$ cat config.mk
export PLATFORM = sky130hd
export DESIGN_NAME = noc_outport_arbiter_flat
export DESIGN_NICKNAME = d
export VERILOG_FILES = /design/src/rtl/noc_outport_arbiter_if.sv /design/src/rtl/noc_outport_arbiter.sv /design/src/flat_wrapper.sv
export SDC_FILE = /design/constraint.sdc
export NUM_CORES = 1
export LEC_CHECK = 0
export BUFFER_PORTS_ARGS = -buffer_cell sky130_fd_sc_hd__buf_2
export CAP_MARGIN = 40
export CORE_MARGIN = 2
export CORE_UTILIZATION = 40
export DETAILED_ROUTE_END_ITERATION = 6
export MAX_ROUTING_LAYER = met4
export PLACE_DENSITY = 0.68
export SYNTH_ARGS = -nofsm -noshare
export SYNTH_HDL_FRONTEND = slang
export SYNTH_SLANG_ARGS = --single-unit
$ cat constraint.sdc
create_clock -name clk -period 17.35 [get_ports clk]
set_clock_uncertainty 0.1 [all_clocks]
set_input_delay 0 -clock clk [delete_from_list [all_inputs] [get_ports clk]]
set_output_delay 0 -clock clk [all_outputs]
set_load 0.02 [all_outputs]
$ cat src/rtl/noc_outport_arbiter_if.sv
// rtl/noc_outport_arbiter_if.sv - flit bundle between router inputs, one output port arbiter and its link
//
// Purpose: groups the input-side flit signals, the pop strobes, the registered
// output stage and the status outputs of one router output port.
// Ports (interface signals):
//   in_valid_i  [N_IN]         flit present at input i
//   in_route_i  [3*N_IN]       route code of input i, bits 3i+2:3i
//   in_tail_i   [N_IN]         flit at input i is the packet tail
//   in_data_i   [DATA_W*N_IN]  payload of input i
//   in_pop_o    [N_IN]         one-hot consume strobe back to the input buffers
//   out_valid_o / out_data_o / out_tail_o / out_src_o   registered output flit
//   out_ready_i                downstream accepts the output flit
//   busy_o                     wormhole lock held
//   pkt_cnt_o   [CNT_W]        tail flits delivered downstream, wraps
// Modports: master = arbiter side, slave = input buffers plus downstream link.
interface noc_outport_arbiter_if #(
  parameter int N_IN   = 5,
  parameter int DATA_W = 32,
  parameter int CNT_W  = 16
);
  logic [N_IN-1:0]        in_valid_i;
  logic [3*N_IN-1:0]      in_route_i;
  logic [N_IN-1:0]        in_tail_i;
  logic [DATA_W*N_IN-1:0] in_data_i;
  logic [N_IN-1:0]        in_pop_o;
  logic                   out_valid_o;
  logic [DATA_W-1:0]      out_data_o;
  logic                   out_tail_o;
  logic [2:0]             out_src_o;
  logic                   out_ready_i;
  logic                   busy_o;
  logic [CNT_W-1:0]       pkt_cnt_o;

  modport master (
    input  in_valid_i, in_route_i, in_tail_i, in_data_i, out_ready_i,
    output in_pop_o, out_valid_o, out_data_o, out_tail_o, out_src_o,
    output busy_o, pkt_cnt_o
  );

  modport slave (
    output in_valid_i, in_route_i, in_tail_i, in_data_i, out_ready_i,
    input  in_pop_o, out_valid_o, out_data_o, out_tail_o, out_src_o,
    input  busy_o, pkt_cnt_o
  );
endinterface

$ cat src/rtl/noc_outport_arbiter.sv
// rtl/noc_outport_arbiter.sv - mesh router output port: round-robin packet arbiter with wormhole lock
//
// Purpose: selects flits from the inputs whose route code equals MY_DIR,
// arbitrating round-robin between packets and holding the grant until the
// tail flit has been taken, then registers the flit toward the link.
// Ports:
//   clk  rising-edge clock
//   rst  asynchronous active-high reset
//   bus  noc_outport_arbiter_if.master (inputs, pop strobes, output stage, status)
module noc_outport_arbiter #(
  parameter int         N_IN   = 5,
  parameter int         DATA_W = 32,
  parameter logic [2:0] MY_DIR = 3'b000,
  parameter int         CNT_W  = 16
) (
  input  logic                  clk,
  input  logic                  rst,
  noc_outport_arbiter_if.master bus
);

  localparam int IDX_W = (N_IN > 1) ? $clog2(N_IN) : 1;

  typedef enum logic {ST_IDLE, ST_LOCKED} state_t;

  state_t             r_state, w_state_nxt;
  logic [IDX_W-1:0]   r_owner, w_owner_nxt;
  logic [IDX_W-1:0]   r_rr_ptr, w_rr_ptr_nxt;

  logic               r_out_valid;
  logic [DATA_W-1:0]  r_out_data;
  logic               r_out_tail;
  logic [2:0]         r_out_src;
  logic [CNT_W-1:0]   r_pkt_cnt;

  logic [N_IN-1:0]    w_req;
  logic               w_ld;
  logic               w_rr_found;
  logic [IDX_W-1:0]   w_rr_idx;
  logic               w_grant;
  logic [IDX_W-1:0]   w_sel;
  logic               w_sel_tail;
  logic [N_IN-1:0]    w_pop;

  function automatic logic [IDX_W-1:0] f_inc(input logic [IDX_W-1:0] x);
    return (x == IDX_W'(N_IN - 1)) ? '0 : x + 1'b1;
  endfunction

  always_comb begin
    w_req = '0;
    for (int i = 0; i < N_IN; i++) begin
      w_req[i] = bus.in_valid_i[i] && (bus.in_route_i[3*i +: 3] == MY_DIR);
    end
  end

  // Output register can take a new flit when empty or being drained this cycle.
  assign w_ld = !r_out_valid || bus.out_ready_i;

  // First requester at or after r_rr_ptr, searching cyclically.
  always_comb begin
    w_rr_found = 1'b0;
    w_rr_idx   = '0;
    for (int k = 0; k < N_IN; k++) begin
      if (!w_rr_found && w_req[(int'(r_rr_ptr) + k) % N_IN]) begin
        w_rr_found = 1'b1;
        w_rr_idx   = IDX_W'((int'(r_rr_ptr) + k) % N_IN);
      end
    end
  end

  // State register
  always_ff @(posedge clk or posedge rst) begin
    if (rst) begin
      r_state  <= ST_IDLE;
      r_owner  <= '0;
      r_rr_ptr <= '0;
    end else begin
      r_state  <= w_state_nxt;
      r_owner  <= w_owner_nxt;
      r_rr_ptr <= w_rr_ptr_nxt;
    end
  end

  // Next-state logic
  always_comb begin
    w_state_nxt  = r_state;
    w_owner_nxt  = r_owner;
    w_rr_ptr_nxt = r_rr_ptr;
    if (w_grant) begin
      case (r_state)
        ST_IDLE: begin
          if (w_sel_tail) begin
            w_rr_ptr_nxt = f_inc(w_sel);
          end else begin
            w_state_nxt = ST_LOCKED;
            w_owner_nxt = w_sel;
          end
        end
        ST_LOCKED: begin
          if (w_sel_tail) begin
            w_state_nxt  = ST_IDLE;
            w_rr_ptr_nxt = f_inc(r_owner);
          end
        end
        default: w_state_nxt = ST_IDLE;
      endcase
    end
  end

  // Output logic: grant selection and pop strobe. While locked only the owner
  // can be served; other requesters are ignored. Pops are suppressed during
  // reset because the empty output stage would otherwise enable a load.
  always_comb begin
    w_sel      = '0;
    w_grant    = 1'b0;
    w_sel_tail = 1'b0;
    w_pop      = '0;
    if (r_state == ST_LOCKED) begin
      w_sel   = r_owner;
      w_grant = !rst && w_ld && w_req[r_owner];
    end else begin
      w_sel   = w_rr_idx;
      w_grant = !rst && w_ld && w_rr_found;
    end
    w_sel_tail = bus.in_tail_i[w_sel];
    if (w_grant) begin
      w_pop = N_IN'(1) << w_sel;
    end
  end

  // Output stage: payload only changes on a load, so it stays stable under
  // backpressure; a load cycle with no grant drains the register.
  always_ff @(posedge clk or posedge rst) begin
    if (rst) begin
      r_out_valid <= 1'b0;
      r_out_data  <= '0;
      r_out_tail  <= 1'b0;
      r_out_src   <= '0;
    end else if (w_ld) begin
      r_out_valid <= w_grant;
      if (w_grant) begin
        r_out_data <= bus.in_data_i[w_sel*DATA_W +: DATA_W];
        r_out_tail <= w_sel_tail;
        r_out_src  <= 3'(w_sel);
      end
    end
  end

  always_ff @(posedge clk or posedge rst) begin
    if (rst) begin
      r_pkt_cnt <= '0;
    end else if (r_out_valid && bus.out_ready_i && r_out_tail) begin
      r_pkt_cnt <= r_pkt_cnt + 1'b1;
    end
  end

  assign bus.in_pop_o    = w_pop;
  assign bus.out_valid_o = r_out_valid;
  assign bus.out_data_o  = r_out_data;
  assign bus.out_tail_o  = r_out_tail;
  assign bus.out_src_o   = r_out_src;
  assign bus.busy_o      = (r_state == ST_LOCKED);
  assign bus.pkt_cnt_o   = r_pkt_cnt;

endmodule

$ cat src/flat_wrapper.sv
// flat-port wrapper written by rule: the top's interface ports become plain ports
module noc_outport_arbiter_flat 
#(
  parameter int         N_IN   = 5,
  parameter int         DATA_W = 32,
  parameter logic [2:0] MY_DIR = 3'b000,
  parameter int         CNT_W  = 16
)
  (clk, rst, bus_in_valid_i, bus_in_route_i, bus_in_tail_i, bus_in_data_i, bus_out_ready_i, bus_in_pop_o, bus_out_valid_o, bus_out_data_o, bus_out_tail_o, bus_out_src_o, bus_busy_o, bus_pkt_cnt_o);
  noc_outport_arbiter_if #(.N_IN(N_IN), .DATA_W(DATA_W), .CNT_W(CNT_W)) bus_i ();
  input  logic clk;
  input  logic rst;
  input wire logic [$bits(bus_i.in_valid_i)-1:0] bus_in_valid_i;
  input wire logic [$bits(bus_i.in_route_i)-1:0] bus_in_route_i;
  input wire logic [$bits(bus_i.in_tail_i)-1:0] bus_in_tail_i;
  input wire logic [$bits(bus_i.in_data_i)-1:0] bus_in_data_i;
  input wire logic [$bits(bus_i.out_ready_i)-1:0] bus_out_ready_i;
  output wire logic [$bits(bus_i.in_pop_o)-1:0] bus_in_pop_o;
  output wire logic [$bits(bus_i.out_valid_o)-1:0] bus_out_valid_o;
  output wire logic [$bits(bus_i.out_data_o)-1:0] bus_out_data_o;
  output wire logic [$bits(bus_i.out_tail_o)-1:0] bus_out_tail_o;
  output wire logic [$bits(bus_i.out_src_o)-1:0] bus_out_src_o;
  output wire logic [$bits(bus_i.busy_o)-1:0] bus_busy_o;
  output wire logic [$bits(bus_i.pkt_cnt_o)-1:0] bus_pkt_cnt_o;
  assign bus_i.in_valid_i = bus_in_valid_i;
  assign bus_i.in_route_i = bus_in_route_i;
  assign bus_i.in_tail_i = bus_in_tail_i;
  assign bus_i.in_data_i = bus_in_data_i;
  assign bus_i.out_ready_i = bus_out_ready_i;
  assign bus_in_pop_o = bus_i.in_pop_o;
  assign bus_out_valid_o = bus_i.out_valid_o;
  assign bus_out_data_o = bus_i.out_data_o;
  assign bus_out_tail_o = bus_i.out_tail_o;
  assign bus_out_src_o = bus_i.out_src_o;
  assign bus_busy_o = bus_i.busy_o;
  assign bus_pkt_cnt_o = bus_i.pkt_cnt_o;
  noc_outport_arbiter #(.N_IN(N_IN), .DATA_W(DATA_W), .MY_DIR(MY_DIR), .CNT_W(CNT_W)) u_core (.clk(clk), .rst(rst), .bus(bus_i));
endmodule
== Word level (Yosys, flattened, before mapping) ==
Index checks and enable logic that the tools add are counted.

* Bits in registers: 60
* Output and inout bits: 59

* Shifts and indexed selects: 2
* Reductions and logical operators: 29
* Magnitude comparators: 7
* Muxes and demuxes: 38
* Bitwise gates (word level): 2
* Div/mod/pow operators: 5
* Add/subtract/negate cells: 7
* Eq/ne operators: 4

{| class="wikitable"
|+ Operators by type and width
! kind !! count
|-
| less-than comparator 32 x 5 -> 1 bit, second input constant || 5
|-
| indexed part select 160 x 9 -> 32 bit || 1
|-
| modulo 32 x 4 -> 32 bit, second input constant || 4
|-
| modulo 4 x 4 -> 32 bit, second input constant || 1
|-
| 2-to-1 mux 3 bit || 10
|-
| binary-select mux 1 bit (select 3 bit) || 7
|-
| 2-to-1 mux 1 bit || 19
|-
| adder 16 x 1 -> 16 bit, second input constant || 1
|-
| logical NOT 3 bit || 5
|-
| logical AND 1 bit || 14
|-
| adder 3 x 2 -> 4 bit, second input constant || 2
|-
| less-than comparator 3 x 4 -> 1 bit, second input constant || 2
|-
| adder 3 x 1 -> 3 bit, second input constant || 2
|-
| == test 3 bit, second input constant || 2
|-
| logical NOT 1 bit || 6
|-
| one-hot mux 3 bit (2 select lines) || 1
|-
| AND reduction 3 bit || 2
|-
| 2-to-1 mux 5 bit || 1
|-
| << shifter 1 x 3 -> 5 bit, first input constant || 1
|-
| adder 3 x 1 -> 4 bit, second input constant || 1
|-
| adder 3 x 3 -> 4 bit, second input constant || 1
|-
| != test 2 x 1 -> 1 bit, second input constant || 1
|-
| != test 2 bit, second input constant || 1
|-
| inverter 1 bit || 2
|-
| 2 further kinds || 2
|}

== Depth between registers and ports, before layout ==
Gate-level depths: netlist of the first run.

* Word-level depth: 23
* Gate-level depth with buffers: 27
* Gate-level depth less buffers: 23

== Worst setup path before layout of the first run ==
No wires, ideal clock.

* Kind: flip-flop to flip-flop
* Start point: register u_core.r_rr_ptr[0]
* End point: register u_core.r_rr_ptr[2]
* Period minus slack after synthesis: 5891 ps
* Arrival time: 5712 ps
* Slack: 11459 ps
* Required time: 17171 ps
* Setup time: 79 ps
* Stages on the path, launching flop included: 28
* Path through: dfrtp_1 -> buf_2 -> inv_1 -> buf_1 -> ha_1 -> clkbuf_1 -> inv_1 -> ha_1 -> nor2_1 -> a21oi_1 -> xnor2_1 -> inv_1 -> ha_1 -> nor2b_1 -> o21ai_0 -> a32oi_1 -> a211o_1 -> a21o_1 -> o211ai_1 -> o211ai_1 -> a221o_2 -> inv_2 -> buf_6 -> buf_4 -> ha_1 -> ha_1 -> o32a_1 -> mux2i_1

* Longest elaborated chain between the ends: 22

{| class="wikitable"
|+ Ends and longest elaborated chain
! element !! RTL line !! RTL
|-
| start: declaration || noc_outport_arbiter.sv:27 || <nowiki>logic [IDX_W-1:0] r_rr_ptr, w_rr_ptr_nxt;</nowiki>
|-
| start signal: assignment || noc_outport_arbiter.sv:79 || <nowiki>r_rr_ptr <= w_rr_ptr_nxt;</nowiki>
|-
| branches (longest 16 deep; another with modulo 32 x 4 -> 32 bit) || - ||
|-
| 2-to-1 mux 3 bit (*) || noc_outport_arbiter.sv:63 || <nowiki>if (!w_rr_found && w_req[(int'(r_rr_ptr) + k) % N_IN]) begin</nowiki>
|-
| 2-to-1 mux 3 bit (*) || noc_outport_arbiter.sv:117 || <nowiki>if (r_state == ST_LOCKED) begin</nowiki>
|-
| via u_core.w_sel[1] || noc_outport_arbiter.sv:40 || <nowiki>logic [IDX_W-1:0] w_sel;</nowiki>
|-
| adder 3 x 1 -> 3 bit, or another cell as far along || noc_outport_arbiter.sv:45 || <nowiki>return (x == IDX_W'(N_IN - 1)) ? '0 : x + 1'b1;</nowiki>
|-
| 2-to-1 mux 3 bit / 2-to-1 mux 1 bit (equally long branches) || noc_outport_arbiter.sv:45, noc_outport_arbiter.sv:124 ||
|-
| 2-to-1 mux 3 bit, or another cell as far along || noc_outport_arbiter.sv:91 || <nowiki>if (w_sel_tail) begin</nowiki>
|-
| one-hot mux 3 bit (2 select lines) / AND reduction 3 bit (equally long branches) || - ||
|}

Mark *: on every way through the listed nets, which the timed path passes. The select of a mux whose other input is x is not followed.
A chain may end at the register's enable or synchronous reset.

== Final worst setup path of the first run ==
* Start point: register u_core.r_rr_ptr[1]
* End point: register u_core.r_out_data[26], in the netlist u_core.bus.out_data_o[26]

* Longest elaborated chain between the ends: 20

{| class="wikitable"
|+ Ends and longest elaborated chain
! element !! RTL line !! RTL
|-
| branches (longest 20 deep; another with modulo 32 x 4 -> 32 bit) || - ||
|-
| end signal: assignment || noc_outport_arbiter.sv:141 || <nowiki>r_out_data <= bus.in_data_i[w_sel*DATA_W +: DATA_W];</nowiki>
|-
| end: declaration || noc_outport_arbiter.sv:30 || <nowiki>logic [DATA_W-1:0] r_out_data;</nowiki>
|}

Parallel ways; which one is timed is not known. The select of a mux whose other input is x is not followed.

==> flow_summary_export.csv, run 1 <==
group,metric,value,unit
logic_synthesis,synth.avg_cell_area,8.66,um^2
timing,min_period,7510,ps
timing,post-route-period-util,43.3,%
worst_setup_path,cp-start-kind,"flop",
logic_synthesis,ys_ff_latch,60,
detailed_routing,drc_errors,0,
clocking,numClockSinks,60,
grt,grt_max_degree,71,
worst_setup_path,end_kind,"flop",
worst_setup_path,critPathMaxStageDelay,750,ps
detailed_routing,dr.first_iter.drc_count,360,
timing,tightest_slew,787,ps
floorplanning,core-area,0.0139,mm^2
clocking,hold_buffers,95,
detailed_routing,antenna_left,0,
floorplanning,rows,43,
final_layout,num-fill-cells,1208,
clocking,cts_resized,0,
final_layout,drive_above_1_share,31.3,%
outcome,status,"finished with violations",
clocking,cts_buffers,9,
worst_setup_path,reg2reg_depth,24,
final_layout,nets,1199,
logic_synthesis,yosysMostFrequentCell,"nor2_1",
hold_path,hold_depth,3,
floorplanning,fp.dieH,123,um
logic_synthesis,netlist_instances,656,
logic_synthesis,synth_ff_type,"dfrtp_1",
timing,finalSetupViolCount,0,
detailed_routing,routedWlPerCell,17.8,um
detailed_routing,vias_per_cell,5.59,
clocking,cts_buffer_depth,2,
worst_setup_path,path_cells,"inv_1 -> ha_1 -> inv_1 -> ha_1 -> nor2_1 -> a21oi_1 -> xnor2_1 -> inv_1 -> ha_1 -> nor2b_1 -> o21ai_0 -> a32oi_1 -> a211o_1 -> a21o_1 -> o211ai_1 -> o211ai_1 -> a221o_2 -> clkinv_2 -> buf_4 -> buf_16 -> mux2i_1 -> dlygate4sd3_1 -> a221oi_1 -> dlygate4sd3_1",
final_layout,postLayoutCellArea,0.00839,mm^2
timing,timing.final.hold_violations,1,
worst_setup_path,r2r_slack,9840,ps
hold_path,hp-class,"in -> reg",
hold_path,whs_endpoint,"u_core.bus.out_data_o[6]",
grt,grt_pass1_wl,31700,um
floorplanning,die_w,123,um
worst_setup_path,cp.depth,24,
detailed_routing,wl,20900,um
worst_setup_path,path_buf_inv,8,
logic_synthesis,syn-cell-area,0.00568,mm^2
clocking,cts-root-buf,"clkbuf_16",
clocking,cts_setup_buffers,0,
hold_path,worstHoldStart,"bus_in_data_i[6]",
clocking,clk_pin_slew,60,ps
logic_synthesis,synth_edf_count,0,
worst_setup_path,r2r_start,"u_core.r_rr_ptr[1]",
logic_synthesis,synth_nets,873,
worst_setup_path,crit_fanout,44,
place,port_buffers,246,
grt,overflow,0,
clocking,cts_tree,"done",
floorplanning,pin_count,247,
logic_synthesis,synth_top_area_share,26.4,%
grt,antenna_found_initial,1,
detailed_routing,dr_total_vias,6535,
grt,grt_pass1_vias,6464,
final_layout,areaGrowthSynthToFinish,47.5,%
worst_setup_path,worst_path_max_delay_cell,"ha_1",
flow_run,cap_violations,0,
logic_synthesis,synth_commonest_cells,"95 x nor2_1, 82 x mux2i_1, 60 x dfrtp_1",
timing,holdWs,-10.7,ps
logic_synthesis,post-synth-top-area-cell,"dfrtp_1",
clocking,clk_latency,340,ps
final_layout,seqCellArea,0.00150,mm^2
timing,fmax,0.133,GHz
logic_synthesis,async_flop_share,100,%
place,gp_congestion,0.889,
worst_setup_path,critPathTopFamily,"buffers and inverters",
outcome,violations,"hold timing",
place,dp_hpwl,14400,um
final_layout,multi_input_area,0.00391,mm^2
grt,grt_usage,27.4,%
timing,setup-tns-final,0,ps
worst_setup_path,worstSetupPathType,"reg -> reg",
worst_setup_path,r2r_end,"u_core.bus.out_data_o[26]",
floorplanning,die-area,0.0152,mm^2
logic_synthesis,yosys_warnings,0,
logic_synthesis,synth_cell_type_count,77,
worst_setup_path,arrival,7680,ps
clocking,cts_max_level,3,
detailed_routing,drt_pass1_iterations,6,
logic_synthesis,ys_seq_area_share,26.4,%
timing,rsz0062_at_grt,"no",
logic_synthesis,synth_area_leaders,"dfrtp_1 26%, mux2i_1 14%, nor2_1 6.3%",
place,dpl_cell_area,0.00709,mm^2
worst_setup_path,cp.required,17520,ps
timing,slew_headroom,47.5,%
floorplanning,start_util,41.0,%
timing,maxSlewViolCount,0,
routing by layer:
layer | wire length, um | vias to the layer above | GRT usage (%) | part of all wire, %
li1 | - | 3094 | - | -
met1 | 8460 | 3100 | 33.7 | 41
met2 | 10600 | 301 | 45.2 | 51
met3 | 1260 | 40 | 3.09 | 6.1
met4 | 573 | 0 | 12.4 | 2.7
met5 | 0 | - | - | 0
how the worst max path moves through the flow:
stage                                  start                        end  slack [ps]
after floorplan           u_core.r_rr_ptr[0]         u_core.r_rr_ptr[2]       11460
after global placement    u_core.r_rr_ptr[1]         u_core.r_rr_ptr[0]       10920
after detailed placement  u_core.r_rr_ptr[1]         u_core.r_rr_ptr[0]       10780
after CTS                 u_core.r_rr_ptr[1]   u_core.bus.out_data_o[0]       10020
after global routing      u_core.r_rr_ptr[1]  u_core.bus.out_data_o[26]        9220
final                     u_core.r_rr_ptr[1]  u_core.bus.out_data_o[26]        9840
tightest hold or removal path, cell delays in order:
cell,delay [ps]
buf_2,90
mux2i_1,180
a221oi_1,100
registers in the layout, indices dropped and copies added (netlist names):
register / flops
u_core.bus.out_src_o: 3
u_core.bus.busy_o: 1
u_core.bus.out_data_o: 32
u_core.r_rr_ptr: 3
u_core.bus.out_tail_o: 1
u_core.r_owner: 3
u_core.bus.pkt_cnt_o: 16
u_core.bus.out_valid_o: 1
placed cells by master, fill, tap and decap left out, drive strengths merged, types with 9 or more instances in the layout:
master / Yosys / routed
o21ai: 14 / 14
mux2i: 82 / 82
xnor2: 19 / 19
dlygate4sd3: 0 / 95
nand3: 11 / 11
ha: 28 / 28
buf: 19 / 260
and3: 9 / 9
a221oi: 35 / 35
clkbuf: 21 / 11
a21oi: 52 / 52
inv: 26 / 25
dfrtp: 60 / 60
nor3: 9 / 9
nand2: 44 / 44
nor2: 95 / 95
a211oi: 9 / 9
stage by stage:
step / utilization, % / setup WS (ps) / hold WS (ps) / std cells
after floorplan: - / 11460 / 79.6 / 656
after global placement: 50.8 / 10920 / 192 / 1053
after detailed placement: 51.1 / 10780 / 199 / 1056
after CTS: 60.4 / 10020 / 0.949 / 1167
after global routing: 60.4 / 9220 / 29.1 / 1168
final: 60.4 / 9840 / -10.7 / 1170
logic make-up after synthesis:
logic type | synth area share [%]
xor gates and xnor gates | 4.42
buffers and inverters | 5.39
muxes | 16.9
DFF | 26.4
AOI/OAI and AO/OA | 22.5
and+or+nand+nor | 17.6
adders and majority gates | 6.69
cell type report:
cell class / instances / area share (%)
multi-input combinational: 530 / 46.7
timing repair buffer: 355 / 27.5
clock inverter: 5 / 1.19
antenna: 3 / 0.0895
tap: 180 / 2.69
sequential: 60 / 17.9
inverter: 26 / 1.18
clock buffer: 11 / 2.78
Power of run 1 is left out: the tool's default activity adds up to more than one toggle a clock period on the data nets, which glitch-free logic cannot reach.
==> run 2, diff against run 1 <==
ABC_AREA = 1   (was not set)
PLACE_DENSITY = 0.69   (was 0.68)
clock period = 7.4 ns   (was 17.35 ns; I/O delays follow)
==> run 2 against run 1 <==
Compared with the run above: the run now ends clean; core utilization is 1.4 points lower; fmax is 9.7% higher; global-route usage is 1.3 points lower.
==> flow_summary_export.csv, run 2 <==
group,metric,value,unit
outcome,status,"completed",
timing,rsz0062_at_grt,"no",
place,place_inst,1264,
logic_synthesis,synth_commonest_cells,"148 x nor2_1, 144 x nand2_1, 113 x inv_1",
grt,gr-usage-met1,28.6,%
logic_synthesis,synth_edf_count,0,
place,gp_congestion,0.958,
timing,timing.final.hold_violations,0,
final_layout,postLayoutCellArea,0.00809,mm^2
floorplanning,rows,43,
power_and_ir_drop,p_sw,2.76,mW
timing,holdWs,14.3,ps
detailed_routing,antenna_left,0,
logic_synthesis,synth_ff_type,"dfrtp_1",
clocking,clk_pin_slew,60,ps
grt,grt_max_degree,62,
logic_synthesis,synth_top_area_share,27.1,%
clocking,numClockSinks,60,
worst_setup_path,cp.depth,32,
power_and_ir_drop,power.share.combinational,81.1,%
clocking,cts_setup_buffers,0,
timing,post-route-period-util,92.6,%
power_and_ir_drop,power_leakage,4.47,nW
worst_setup_path,critPathTopFamily,"buffers and inverters",
worst_setup_path,startpoint,"u_core.r_rr_ptr[1]",
detailed_routing,drc_errors,0,
worst_setup_path,r2r_slack,550,ps
floorplanning,fp.dieH,122,um
timing,tightest_slew,815,ps
grt,grt_usage,26.1,%
hold_path,hold_depth,5,
floorplanning,pin_count,247,
logic_synthesis,post-synth-top-area-cell,"dfrtp_1",
timing,maxSlewViolCount,0,
detailed_routing,wl,19200,um
logic_synthesis,ys_ff_latch,60,
grt,grt_pass1_vias,6504,
power_and_ir_drop,ir_worst_vdd,0.489,mV
logic_synthesis,netlist_instances,873,
floorplanning,start_util,40.4,%
timing,slew_headroom,45.7,%
logic_synthesis,synth_cell_type_count,48,
timing,setup-tns-final,0,ps
place,dp_hpwl,13500,um
clocking,cts_max_level,3,
final_layout,areaGrowthSynthToFinish,45.9,%
grt,global_route.usage.met3,4.45,%
worst_setup_path,critPathMaxStageDelay,590,ps
grt,met2_usage,46.1,%
logic_synthesis,synth_area_leaders,"dfrtp_1 27%, nor2_1 10%, nand2_1 9.7%",
worst_setup_path,arrival,7010,ps
worst_setup_path,cp.required,7560,ps
worst_setup_path,end_kind,"flop",
clocking,clk_latency,330,ps
detailed_routing,drt_pass1_iterations,5,
hold_path,worstHoldStart,"bus_in_data_i[135]",
detailed_routing,dr.first_iter.drc_count,352,
worst_setup_path,reg2reg_depth,32,
clocking,cts_buffer_depth,2,
final_layout,seqCellArea,0.00150,mm^2
logic_synthesis,yosysMostFrequentCell,"nor2_1",
final_layout,largest_reg_flops,32,
detailed_routing,vias_per_cell,4.98,
logic_synthesis,ys_seq_area_share,27.1,%
detailed_routing,routedWlPerCell,13.9,um
hold_path,whs_endpoint,"u_core.bus.out_data_o[7]",
hold_path,hp-class,"in -> reg",
logic_synthesis,synth.avg_cell_area,6.35,um^2
worst_setup_path,path_buf_inv,7,
power_and_ir_drop,switching_share,53.1,%
logic_synthesis,async_flop_share,100,%
worst_setup_path,worst_path_max_delay_cell,"dlygate4sd3_1",
clocking,cts_tree,"done",
power_and_ir_drop,pwr-share-seq,11.2,%
detailed_routing,dr_total_vias,6860,
worst_setup_path,cp-start-kind,"flop",
clocking,cts_buffers,9,
final_layout,finalNonFillerCells,1377,
logic_synthesis,yosys_warnings,0,
worst_setup_path,r2r_start,"u_core.r_rr_ptr[1]",
final_layout,num-fill-cells,1309,
clocking,cts-root-buf,"clkbuf_16",
worst_setup_path,crit_fanout,44,
power_and_ir_drop,pwr-share-clk,7.7,%
worst_setup_path,r2r_end,"u_core.bus.out_data_o[2]",
place,dpl_cell_area,0.00684,mm^2
worst_setup_path,worstSetupPathType,"reg -> reg",
final_layout,nets,1407,
timing,fmax,0.146,GHz
flow_run,cap_violations,0,
logic_synthesis,synth_nets,1090,
grt,top_usage_layer,"met2",
floorplanning,core-area,0.0137,mm^2
logic_synthesis,syn-cell-area,0.00555,mm^2
timing,finalSetupViolCount,0,
final_layout,layout_commonest_cell,"buf_2",
final_layout,utilization,59.0,%
grt,overflow,0,
final_layout,final_cell_mix,"246 x buf_2, 148 x nor2_1, 144 x nand2_1",
grt,antenna_found_initial,2,
grt,grt_pass1_wl,30300,um
power_and_ir_drop,power.density,644,mW/mm^2
worst_setup_path,path_common_cell,"nand2_1",
timing,min_period,6850,ps
final_layout,multi_input_area,0.00336,mm^2
power_and_ir_drop,p_int,2.44,mW
final_layout,drive_above_1_share,26.4,%
floorplanning,die_w,122,um
place,port_buffers,246,
floorplanning,die-area,0.0148,mm^2
==> run 2: cell count changes after synthesis, moves of 9 or more <==
cell | before | now
a221oi_1 | 35 | 0
nor2_2 | 0 | 9
nand3_1 | 11 | 40
xnor2_1 | 17 | 7
mux2i_1 | 82 | 0
a211oi_1 | 9 | 0
and3_1 | 9 | 0
nor2_1 | 95 | 148
nand2_1 | 43 | 144
o21ai_0 | 11 | 80
inv_2 | 1 | 12
inv_1 | 25 | 113
o21ai_1 | 3 | 64
==> run 2: final cells by class <==
class                      instances  area share [%]
timing repair buffer             347            27.6
clock inverter                     6           0.572
tap                              180            2.78
multi-input combinational        645            41.6
antenna                            2          0.0619
clock buffer                      10            2.95
sequential                        60            18.6
inverter                         127            5.89
==> run 2: power groups by stage <==
stage | Sequential, mW | Combinational [mW] | Clock, mW
after floorplan | 0.691 | 2.58 | 0
after global routing | 0.602 | 4.74 | 0.420
after detailed placement | 0.586 | 3.38 | 0
after CTS | 0.584 | 4.13 | 0.407
after global placement | 0.584 | 3.33 | 0
final | 0.585 | 4.22 | 0.399
==> run 2: kinds of logic after synthesis <==
group                    synth area share [%]
AND/OR/NAND/NOR                          30.6
adder cells (fa/ha/maj)                  6.68
multiplexers                            0.203
flip-flops                               27.1
XOR/XNOR                                 3.43
AO/OA/AOI/OAI                            19.8
buffers and inverters                    12.3
==> run 2: worst max-delay path by stage <==
stage | end
after floorplan | u_core.r_rr_ptr[2]
after global placement | u_core.r_rr_ptr[2]
after detailed placement | u_core.r_rr_ptr[2]
after CTS | u_core.bus.out_data_o[2]
after global routing | u_core.bus.out_data_o[3]
final | u_core.bus.out_data_o[2]
==> run 2: repair_timing <==
| action | 4_1_cts | 5_1_grt |
|---|---|---|
| resized for setup | 0 | 2 |
| hold buffers | 95 | 0 |
| hold endpoints to repair | 93 | 0 |
| setup endpoints to repair | 0 | 22 |
==> run 2: stage by stage <==
step	total power, mW	setup slack (ps)
2_1_floorplan	3.28	2630
3_3_place_gp	3.91	1580
3_5_place_dp	3.96	1390
4_1_cts	5.12	311
5_1_grt	5.77	19.5
6_report	5.21	550
==> run 2: routing by layer <==
| layer | share of wire [%] | wire length (um) |
|---|---|---|
| met5 | 0 | 0 |
| met4 | 4.3 | 819 |
| met3 | 5.6 | 1070 |
| met2 | 50 | 9670 |
| met1 | 40 | 7600 |
==> run 2: tightest hold or removal path: stages <==
cell	delay, ps
buf_2	100
inv_1	40
o21ai_0	90
a21oi_1	120
nor2_1	40
Power figures use the tool's default switching activity.
